[config.mk]
export PLATFORM = sky130hd
export DESIGN_NAME = rtc_bus_arbiter
export DESIGN_NICKNAME = d
export VERILOG_FILES = /design/src/rtl/rtc_bus_pkg.sv /design/src/rtl/rtc_prio_pick.sv /design/src/rtl/rtc_bus_arbiter.sv
export SDC_FILE = /design/constraint.sdc
export NUM_CORES = 1
export LEC_CHECK = 0
export BUFFER_PORTS_ARGS = -buffer_cell sky130_fd_sc_hd__clkbuf_2
export CAP_MARGIN = 40
export CORE_UTILIZATION = 40
export DETAILED_ROUTE_END_ITERATION = 10
export GPL_TIMING_DRIVEN = 1
export MAX_ROUTING_LAYER = met4
export PLACE_DENSITY = 0.63
export SLEW_MARGIN = 20
export SYNTH_ARGS = -nofsm -noshare
export SYNTH_HDL_FRONTEND = slang
export SYNTH_SLANG_ARGS = --single-unit
[constraint.sdc]
create_clock -name clk -period 4.88 [get_ports clk]
set_input_delay 0.976 -clock clk [delete_from_list [all_inputs] [get_ports clk]]
set_output_delay 0.976 -clock clk [all_outputs]
set_load 0.01 [all_outputs]
[src/rtl/rtc_bus_pkg.sv]
// Shared definitions for the RTC bus arbiter: slice layout, idle values and FSM states.
package rtc_bus_pkg;

  // Bit offsets of the control lines inside the nibble that sits above the data byte.
  localparam int AD_BIT = 3;
  localparam int RD_BIT = 2;
  localparam int CS_BIT = 1;
  localparam int WR_BIT = 0;

  // Idle control nibble {AD,RD,CS,WR}; the idle data byte is all zero.
  localparam logic [3:0] IDLE_WORD = 4'b1111;

  typedef enum logic [1:0] {
    ST_IDLE,
    ST_OWN,
    ST_GUARD
  } state_t;

  function automatic int slice_w(input int dw);
    return dw + 4;
  endfunction

endpackage

[src/rtl/rtc_prio_pick.sv]
// Masked priority encoder: first requester at or after the pointer (RR) or from index 0.
module rtc_prio_pick #(
  parameter int N_CH = 6
) (
  input  logic [N_CH-1:0]         req,
  input  logic [$clog2(N_CH)-1:0] pointer,
  input  logic                    rr,
  output logic [$clog2(N_CH)-1:0] winner,
  output logic                    valid
);

  localparam int IW = $clog2(N_CH);

  always_comb begin : scan
    int base;
    int c;
    // NOTE: every output gets a default before any branch so no latch is inferred.
    winner = '0;
    valid  = 1'b0;
    base   = rr ? int'(pointer) : 0;
    for (int k = 0; k < N_CH; k++) begin
      c = base + k;
      if (c >= N_CH) c = c - N_CH;
      if (!valid && req[c]) begin
        valid  = 1'b1;
        winner = IW'(c);
      end
    end
  end

endmodule

[src/rtl/rtc_bus_arbiter.sv]
// Request/grant owner arbiter for the shared RTC parallel bus with guard interval and timeout.
module rtc_bus_arbiter
  import rtc_bus_pkg::*;
#(
  parameter int N_CH  = 6,
  parameter int DW    = 8,
  parameter int GUARD = 1,
  parameter int RR    = 1,
  parameter int TMO   = 255
) (
  input  logic                         clk,
  input  logic                         reset,
  input  logic [N_CH-1:0]              req,
  input  logic [N_CH-1:0]              done,
  input  logic [N_CH*slice_w(DW)-1:0]  bus_in,
  output logic [N_CH-1:0]              grant,
  output logic [$clog2(N_CH)-1:0]      owner,
  output logic                         busy,
  output logic                         tmo_err,
  output logic                         AD,
  output logic                         RD,
  output logic                         CS,
  output logic                         WR,
  output logic [DW-1:0]                ADout
);

  localparam int SW = slice_w(DW);
  localparam int OW = $clog2(N_CH);
  localparam int CW = (TMO > 1) ? $clog2(TMO) : 1;
  localparam logic [CW-1:0] TMO_LAST   = CW'((TMO > 0) ? TMO - 1 : 0);
  localparam logic [3:0]    GUARD_LAST = 4'((GUARD > 0) ? GUARD - 1 : 0);
  localparam logic [SW-1:0] IDLE_BUS   = {IDLE_WORD, {DW{1'b0}}};

  state_t          state_q, state_d;
  logic [N_CH-1:0] grant_q, grant_d;
  logic [OW-1:0]   owner_q, owner_d;
  logic [OW-1:0]   ptr_q, ptr_d;
  logic            busy_q, busy_d;
  logic            tmo_q, tmo_d;
  logic [SW-1:0]   bus_q, bus_d;
  logic [CW-1:0]   ocnt_q, ocnt_d;
  logic [3:0]      gcnt_q, gcnt_d;

  logic [OW-1:0]   pick_idx;
  logic            pick_valid;
  logic [SW-1:0]   owner_slice;
  logic            user_rel;
  logic            tmo_hit;

  rtc_prio_pick #(.N_CH(N_CH)) u_pick (
    .req     (req),
    .pointer (ptr_q),
    .rr      (RR != 0),
    .winner  (pick_idx),
    .valid   (pick_valid)
  );

  assign owner_slice = bus_in[int'(owner_q)*SW +: SW];
  assign user_rel    = done[owner_q] | ~req[owner_q];
  assign tmo_hit     = (TMO != 0) && (ocnt_q == TMO_LAST);

  always_comb begin
    state_d = state_q;
    grant_d = grant_q;
    owner_d = owner_q;
    ptr_d   = ptr_q;
    busy_d  = busy_q;
    tmo_d   = 1'b0;
    bus_d   = IDLE_BUS;
    ocnt_d  = ocnt_q;
    gcnt_d  = gcnt_q;
    unique case (state_q)
      ST_IDLE: begin
        if (pick_valid) begin
          grant_d = N_CH'(1) << pick_idx;
          owner_d = pick_idx;
          busy_d  = 1'b1;
          ocnt_d  = '0;
          ptr_d   = (pick_idx == OW'(N_CH - 1)) ? '0 : pick_idx + 1'b1;
          state_d = ST_OWN;
        end
      end
      ST_OWN: begin
        if (user_rel || tmo_hit) begin
          grant_d = '0;
          busy_d  = 1'b0;
          // A timeout only counts as an error when the owner did not release on its own.
          tmo_d   = tmo_hit & ~user_rel;
          gcnt_d  = '0;
          state_d = (GUARD > 0) ? ST_GUARD : ST_IDLE;
        end else begin
          bus_d  = owner_slice;
          ocnt_d = ocnt_q + 1'b1;
        end
      end
      ST_GUARD: begin
        if (gcnt_q == GUARD_LAST) state_d = ST_IDLE;
        else                      gcnt_d  = gcnt_q + 1'b1;
      end
      default: state_d = ST_IDLE;
    endcase
  end

  // NOTE: sequential state uses non-blocking assignments so all registers update together.
  always_ff @(posedge clk or posedge reset) begin
    if (reset) begin
      state_q <= ST_IDLE;
      grant_q <= '0;
      owner_q <= '0;
      ptr_q   <= '0;
      busy_q  <= 1'b0;
      tmo_q   <= 1'b0;
      bus_q   <= IDLE_BUS;
      ocnt_q  <= '0;
      gcnt_q  <= '0;
    end else begin
      state_q <= state_d;
      grant_q <= grant_d;
      owner_q <= owner_d;
      ptr_q   <= ptr_d;
      busy_q  <= busy_d;
      tmo_q   <= tmo_d;
      bus_q   <= bus_d;
      ocnt_q  <= ocnt_d;
      gcnt_q  <= gcnt_d;
    end
  end

  assign grant   = grant_q;
  assign owner   = owner_q;
  assign busy    = busy_q;
  assign tmo_err = tmo_q;
  assign AD      = bus_q[DW+AD_BIT];
  assign RD      = bus_q[DW+RD_BIT];
  assign CS      = bus_q[DW+CS_BIT];
  assign WR      = bus_q[DW+WR_BIT];
  assign ADout   = bus_q[DW-1:0];

endmodule

==> results of run 1 <==
==> cells by family after synthesis <==
| family | after synthesis | share of synthesized area |
|---|---|---|
| AOI/OAI and AO/OA | 77 | 0.186 |
| xor gates and xnor gates | 11 | 0.0343 |
| adders and majority gates | 18 | 0.0693 |
| buffers and inverters | 32 | 0.0431 |
| DFF | 40 | 0.310 |
| muxes | 35 | 0.163 |
| and+or+nand+nor | 121 | 0.194 |
==> power by group through the flow <==
stage	logic, mW	registers, mW	clock network [mW]
finish	2.22	0.542	0.296
global route	2.46	0.560	0.317
CTS	2.16	0.586	0.302
detailed placement	2.15	0.590	0
global placement	2.12	0.588	0
floorplan	1.79	0.510	0
==> per-stage QoR <==
step,std cells,utilization,setup slack [ns]
2_1_floorplan,334,-,0.991
3_3_place_gp,530,0.494,1.04
6_report,539,0.513,0.822
5_1_grt,539,0.513,0.521
3_5_place_dp,530,0.494,0.866
4_1_cts,538,0.510,0.854
==> worst max-delay path by stage <==
| stage | end | depth (start not counted) |
|---|---|---|
| floorplan | ptr_q[2] | 16 |
| global route | ptr_q[2] | 13 |
| CTS | ptr_q[2] | 13 |
| finish | ptr_q[2] | 13 |
| global placement | ptr_q[2] | 13 |
| detailed placement | ptr_q[2] | 13 |
==> registers in the layout, summed over array words and instances, names as in the netlist <==
name,cells
tmo_err,1
state_q,2
busy,1
owner,3
ptr_q,3
gcnt_q,4
ocnt_q,8
grant,6
bus_q,12
==> synth_stat cells, types with 2 or more instances <==
| master | number | share of area |
|---|---|---|
| a211o_1 | 2 | 0.0054 |
| a211oi_1 | 9 | 0.021 |
| a21o_1 | 5 | 0.012 |
| a21oi_1 | 19 | 0.029 |
| a221o_1 | 2 | 0.0062 |
| a22o_1 | 4 | 0.011 |
| a31oi_1 | 3 | 0.0058 |
| and2_1 | 3 | 0.0058 |
| and3_1 | 2 | 0.0038 |
| buf_1 | 2 | 0.0023 |
| buf_4 | 3 | 0.0069 |
| clkbuf_1 | 10 | 0.012 |
| dfrtp_1 | 36 | 0.28 |
| dfstp_2 | 4 | 0.032 |
| ha_1 | 18 | 0.069 |
| inv_1 | 14 | 0.016 |
| mux2_2 | 3 | 0.010 |
| mux2i_1 | 18 | 0.055 |
| mux4_2 | 14 | 0.097 |
| nand2_1 | 20 | 0.023 |
| nand2b_1 | 7 | 0.013 |
| nand3_1 | 9 | 0.014 |
| nand4_1 | 5 | 0.0096 |
| nor2_1 | 44 | 0.051 |
| nor2b_1 | 6 | 0.012 |
| nor3_1 | 11 | 0.017 |
| nor3b_1 | 2 | 0.0046 |
| o211ai_1 | 4 | 0.0092 |
| o21ai_0 | 4 | 0.0062 |
| o21ai_1 | 4 | 0.0062 |
| o31ai_1 | 3 | 0.0069 |
| or3_1 | 4 | 0.0077 |
| xnor2_1 | 3 | 0.0081 |
| xor2_1 | 6 | 0.016 |
==> layer usage <==
metal	GRT usage	wire, um	vias up	part of all wire
met4	0.0573	130	0	0.015
met1	0.258	3570	1399	0.43
met2	0.388	4320	88	0.52
met3	0.0332	369	11	0.044
li1	-	-	1430	-
met5	-	0	-	0
==> final cells by class <==
class                   instances  area share
clock buffers                   7      0.0241
clock inverters                 1     0.00750
inverters                      15      0.0141
multi-input cells             262       0.525
flip-flops and latches         40       0.252
well taps                     102      0.0319
repair buffers                112       0.146
==> results by group, run 1 <==
Synth
  • Yosys warns: 0
  • Post-synth EDFFs: 0
  • Mean post-synth cell area: about 9.7 sq um
  • Post-synthesis sequential area ratio: 0.310
  • Ys async rst share: 1.00
  • Flops & latches, synth: 40
  • Ys flop type: dfrtp_1
  • Syn nets: between 400 and 500
  • Mapped Cells: roughly 330
  • Distinct cells, synth: 65
  • Post-Syn Area: 3250 sq um

STA
  • Worst slew pin tran: roughly 0.78 ns
  • Final setup vio count: 0
  • TNS Setup: 0 ns
  • Fin crit period: between 4 and 5 ns
  • Post-route worst hold slack: 0.500 ns
  • FMAX: roughly 250 MHz
  • Normalized max-slew margin: 0.480
  • Final Hold Vio Count: 0
  • Post-route clock skew: roughly 0.0013 ns
  • Slew Viols, Final: 0
  • Tcrit/Tclk final: 0.832
  • RSZ-0062 raised after global routing: no

Power
  • Clk pwr share: 0.097
  • Logic gate share of total power: 0.726
  • Overall power: just over 3 mW
  • Int Pwr: 1.56 mW
  • P per Cell Area: roughly 760 nW/um^2
  • Switching Share: 0.489
  • LEAKAGE: 1.97 nW
  • Worst VDD drop: between 0.2 and 0.3 mV
  • Switch Pwr: between 1 and 1.5 mW
  • Seq pwr share: 0.177

Drt
  • Starting DRT DRC Count: 161
  • Final wirelength: between 8 and 9 mm
  • Antenna viol nets, final: 0
  • 1st-pass router iterations: 4
  • Vias: a little under 3k
  • DR vias/cell: 5.43
  • # DRC: 0
  • WL/cell: about 16 um

Clocking
  • Clk_lat worst skew: ~0.29 ns
  • Cts hold-fix bufs: 0
  • H-tree depth: 2
  • Clk pin slew, worst setup/hold paths: 0.08 ns
  • Post-CTS Resized: 0
  • Cts bufs inserted: 5
  • Clock Sinks: 40
  • CTS Root Cell: clkbuf_8
  • TritonCTS clock tree: built
  • Setup Buffers After CTS: 0
  • Maximum buffer depth of the clock tree: 2

Finish
  • Layout area overhead: 23.2%
  • Layout cell share with drive strength beyond 1: 0.362
  • Most common cell after layout, fill and taps aside: clkbuf_2
  • Filler cells: roughly 750
  • Layout Nets: 540
  • Multi-input gate area: between 2000 and 2500 sq um
  • Most frequent cells in the layout: clkbuf_2 (108), nor2_1 (44), dfrtp_1 (35)
  • Seq. cell area: slightly above 1000 sq um
  • # diodes: 0
  • Design Area, Final: 4000 sq um

Setup path
  • Critical Path Max Stage Delay: 0.58 ns
  • Critical path startpoint category: flop
  • Most common cell on crit path: ha_1
  • Setup crit start: ptr_q[1]
  • Crit end category: flop
  • R2R setup slack: a little over 0.8 ns
  • Required time worst endpoint: between 5 and 6 ns
  • Crit-path cells: inv_1, ha_1, inv_1, ha_1, nor3_1, or3_1, a211oi_4, nand2_1, a221o_1, a21oi_2, nor2_1, ha_1, o31ai_1
  • FF-to-FF path depth: 13
  • Reg-to-reg startpoint: ptr_q[1]
  • Critical path peak fanout: 13
  • Critical path's slowest cell: dfrtp_1
  • RR Endpoint: ptr_q[2]
  • Worst Setup Path Type: reg2reg
  • Worst Path Arrival: between 4 and 5 ns
  • Family with the most delay on the worst path: adder cells
  • Critical path buffer and inverter count: 2

Die
  • Die width: about 90 um
  • Starting Density: 0.416
  • Core area: between 7000 and 8000 sq um
  • Top-Level Pins: 109
  • Die area: 8490 sq um
  • Cell Rows: 32
  • Die height: just over 90 um

Placement
  • Post-DP Area: between 3000 and 4000 sq um
  • Number of port buffers: roughly 110
  • Placer congestion estimate: between 0.8 and 0.9
  • Placed wire-length estimate: approximately 6.6 mm

Flow run
  • Max-cap check violation count: 0

Global route
  • Vias in the first global route: approximately 2.9k
  • GRT Residual Overflow: 0
  • Largest net degree at the start of global routing: slightly above 40
  • Total global-route track usage: 0.219
  • First-pass GRT wire length: ~14 mm
  • Initial antenna violation count: 0

Worst hold path
  • Hold Path Depth: 1
  • Hold_sp: grant[1]
  • Type of the worst min-delay path: reg2reg
  • Hold Path Sink: grant[1]

Outcome
  • Status: finished, final reports clean
(Power assumes the default switching activity.)
==> run 2: changes to the inputs <==
--- a/config.mk
+++ b/config.mk
@@ -5,13 +5,14 @@
 export SDC_FILE = /design/constraint.sdc
 export NUM_CORES = 1
 export LEC_CHECK = 0
+export ABC_AREA = 1
 export BUFFER_PORTS_ARGS = -buffer_cell sky130_fd_sc_hd__clkbuf_2
 export CAP_MARGIN = 40
 export CORE_UTILIZATION = 40
 export DETAILED_ROUTE_END_ITERATION = 10
 export GPL_TIMING_DRIVEN = 1
 export MAX_ROUTING_LAYER = met4
-export PLACE_DENSITY = 0.63
+export PLACE_DENSITY = 0.62
 export SLEW_MARGIN = 20
 export SYNTH_ARGS = -nofsm -noshare
 export SYNTH_HDL_FRONTEND = slang
==> constraint.sdc (replaced) <==
create_clock -name clk -period 4.2 [get_ports clk]
set_input_delay 0.84 -clock clk [delete_from_list [all_inputs] [get_ports clk]]
set_output_delay 0.84 -clock clk [all_outputs]
set_load 0.01 [all_outputs]
==> results by group, run 2 <==
Synth
  • Synth cell count leaders: nand2_1 (156), inv_1 (56), nor2_1 (48), nand3_1 (37), dfrtp_1 (36)
  • Distinct cells, synth: 41 (-37%)
  • Post-synth EDFFs: 0 (unchanged)
  • Ys flop type: dfrtp_1
  • Syn nets: 608 (+39%)
  • Synth top area cells: dfrtp_1 (27%), nand2_1 (17%), ha_1 (6.7%), inv_1 (6.2%), nand3_1 (5.5%)
  • Yosys top cell area share: 0.267 (-0.0102)
  • Mean post-synth cell area: 6.69 sq um (-31%)
  • Top cell type by total area after synthesis: dfrtp_1
  • Flops & latches, synth: 40 (unchanged)
  • Post-Syn Area: 3370 sq um (+3.8%)
  • Post-synthesis sequential area ratio: 0.298 (-0.0114)
  • Ys async rst share: 1.00 (unchanged)
  • Yosys warns: 0 (unchanged)
  • Mapped Cells: 504 (+51%)
  • Dominant cell by count in the synthesized netlist: nand2_1

Finish
  • Fin cells: 713 (+32%)
  • Layout area overhead: 22.0%
  • Biggest register: bus_q
  • Most common cell after layout, fill and taps aside: nand2_1
  • Layout Nets: 711 (+32%)
  • Max reg flops: 12 (unchanged)
  • # diodes: 0 (unchanged)
  • Most frequent cells in the layout: nand2_1 (156), clkbuf_2 (108), inv_1 (56)
  • Layout cell share with drive strength beyond 1: 0.258 (-0.103)

STA
  • Final setup vio count: 0 (unchanged)
  • Fin crit period: 3.62 ns (-0.435 ns)
  • Final Hold Vio Count: 0 (unchanged)
  • FMAX: 276 MHz (+12%)
  • Post-route clock skew: 0.0108 ns (+0.00953 ns)
  • Slew Viols, Final: 0 (unchanged)
  • Tcrit/Tclk final: 0.863 (+0.0311)
  • Normalized max-slew margin: 0.633 (+0.153)
  • TNS Setup: 0 ns (unchanged)
  • Worst slew pin tran: 0.550 ns (-0.229 ns)
  • RSZ-0062 raised after global routing: no

Drt
  • Final wirelength: 8.67 mm (+3.3%)
  • WL/cell: 12.2 um (-22%)
  • Starting DRT DRC Count: 165 (+2.5%)
  • Antenna viol nets, final: 0 (unchanged)
  • # DRC: 0 (unchanged)
  • 1st-pass router iterations: 5 (+1)
  • DR vias/cell: 4.90 (-9.7%)
  • Vias: 3,497 (+19%)

Clocking
  • H-tree depth: 2 (unchanged)
  • CTS Root Cell: clkbuf_8
  • TritonCTS clock tree: built
  • Clk_lat worst skew: 0.30 ns (about the same)
  • Cts bufs inserted: 5 (unchanged)
  • Cts hold-fix bufs: 0 (unchanged)
  • Clock Sinks: 40 (unchanged)
  • Post-CTS Resized: 0 (unchanged)
  • Maximum buffer depth of the clock tree: 2 (unchanged)
  • Clk pin slew, worst setup/hold paths: 0.09 ns (about the same)
  • Setup Buffers After CTS: 0 (unchanged)

Placement
  • Number of port buffers: 108 (unchanged)
  • Dpl cells: 705 (+33%)
  • Placed wire-length estimate: 7.01 mm (+5.5%)
  • Placer congestion estimate: 0.918 (+3.9%)

Die
  • Cell Rows: 33 (+3.1%)
  • Die width: 93.8 um (+1.8%)
  • Starting Density: 0.413 (-0.00357)
  • Core area: 8180 sq um (+4.7%)
  • Top-Level Pins: 109 (unchanged)
  • Die area: 8800 sq um (+3.7%)
  • Die height: 93.8 um (+1.8%)

Outcome
  • Status: finished, final reports clean

Setup path
  • Critical path startpoint category: flop
  • Critical Path Max Stage Delay: 0.70 ns (+0.12 ns)
  • Critical path buffer and inverter count: 2 (unchanged)
  • Worst Setup Path Type: reg2reg
  • Family with the most delay on the worst path: simple AND/OR/NAND/NOR gates
  • Critical path's slowest cell: dfrtp_1
  • Crit end category: flop
  • Most common cell on crit path: nand2_1
  • Worst Path Arrival: 3.85 ns (-0.42 ns)
  • Required time worst endpoint: 4.43 ns (-0.66 ns)
  • Crit-path cells: inv_1, ha_1, inv_2, nand2_1, nand3_2, nand2_1, a21boi_1, nand2_1, nand2_2, nand3_4, o21ai_0, nand3_1, nand2_1, nor2_1, ha_1, or2_2, o21ai_1
  • Critical path peak fanout: 20 (+7)

Power
  • P per Cell Area: 909 nW/um^2 (+19%)
  • LEAKAGE: 2.25 nW (+14%)
  • Worst VDD drop: 0.356 mV (+31%)

Global route
  • Largest net degree at the start of global routing: 42 (+2.4%)
  • First-pass GRT wire length: 14.8 mm (+5.2%)
  • Vias in the first global route: 3,293 (+12%)
  • GRT Residual Overflow: 0 (unchanged)
  • Total global-route track usage: 0.217 (-0.00191)
  • Initial antenna violation count: 0 (unchanged)

Worst hold path
  • Type of the worst min-delay path: reg2reg

Flow run
  • Max-cap check violation count: 0 (unchanged)
## run 2: cell count changes after synthesis, sizes merged, moves of 7 or more
cell and change:
a21oi -8, nor3 -7, a31oi +7, nand3 +37
mux2i -18, a211oi -9, nand2 +142, nand2b -7
o21ai +30, inv +47, mux4 -14
## run 2: per-layer routing
| metal | up-vias | track usage | share of wire |
|---|---|---|---|
| li1 | 1843 | - | - |
| met1 | 1524 | 0.274 | 0.46 |
| met2 | 118 | 0.367 | 0.47 |
| met3 | 12 | 0.0283 | 0.051 |
| met4 | 0 | 0.0526 | 0.015 |
| met5 | - | - | 0 |
## run 2: kinds of logic after synthesis
logic type	after synthesis	synth area share
compound gates	80	0.142
xor+xnor	7	0.0204
fa+ha+maj	18	0.0668
buf+inv	79	0.0931
flops	40	0.298
mux	2	0.00668
simple gates	278	0.372
## run 2: final cells by class
class                   instances  area (sq um)
fillers                       856          4060
multi-input cells             385          2050
flip-flops and latches         40          1010
repair buffers                113           578
inverters                      62           233
well taps                     105           131
clock buffers                   5          68.8
clock inverters                 3          46.3
## run 2: stage by stage
stage	setup WS [ns]	util	cell area (sq um)	total power [mW]	hold slack, ns
after floorplan	1.19	-	3370	2.84	0.454
after global placement	0.704	0.489	4000	3.40	0.458
after detailed placement	0.599	0.489	4000	3.44	0.461
after CTS	0.566	0.504	4120	3.78	0.482
after global routing	0.185	0.504	4120	4.24	0.510
final	0.576	0.504	4120	3.74	0.482
## run 2: power breakdown
part           internal, mW  total (mW)  switching, mW
clock                 0.179       0.331          0.152
sequential            0.512       0.616          0.104
combinational         0.923        2.80           1.87
## run 2: final timing paths
check	end	cells after the start	slack (ns)	start
worst min register to register	grant[3]	2	0.48	grant[3]
worst max register to register	ptr_q[2]	17	0.58	ptr_q[0]
min in group asynchronous	bus_q[7]	3	0.62	reset
worst min-delay path	grant[3]	2	0.48	grant[3]
max in group asynchronous	bus_q[11]	3	3.19	reset
worst max-delay path	ptr_q[2]	17	0.58	ptr_q[0]
## run 2: worst register-to-register path, stage by stage (launching register included)
cell and delay, ns:
dfrtp_1 0.70, inv_1 0.28, ha_1 0.44, inv_2 0.15, nand2_1 0.09, nand3_2 0.09
nand2_1 0.07, a21boi_1 0.18, nand2_1 0.13, nand2_2 0.14, nand3_4 0.12, o21ai_0 0.24
nand3_1 0.11, nand2_1 0.10, nor2_1 0.05, ha_1 0.26, or2_2 0.29, o21ai_1 0.13
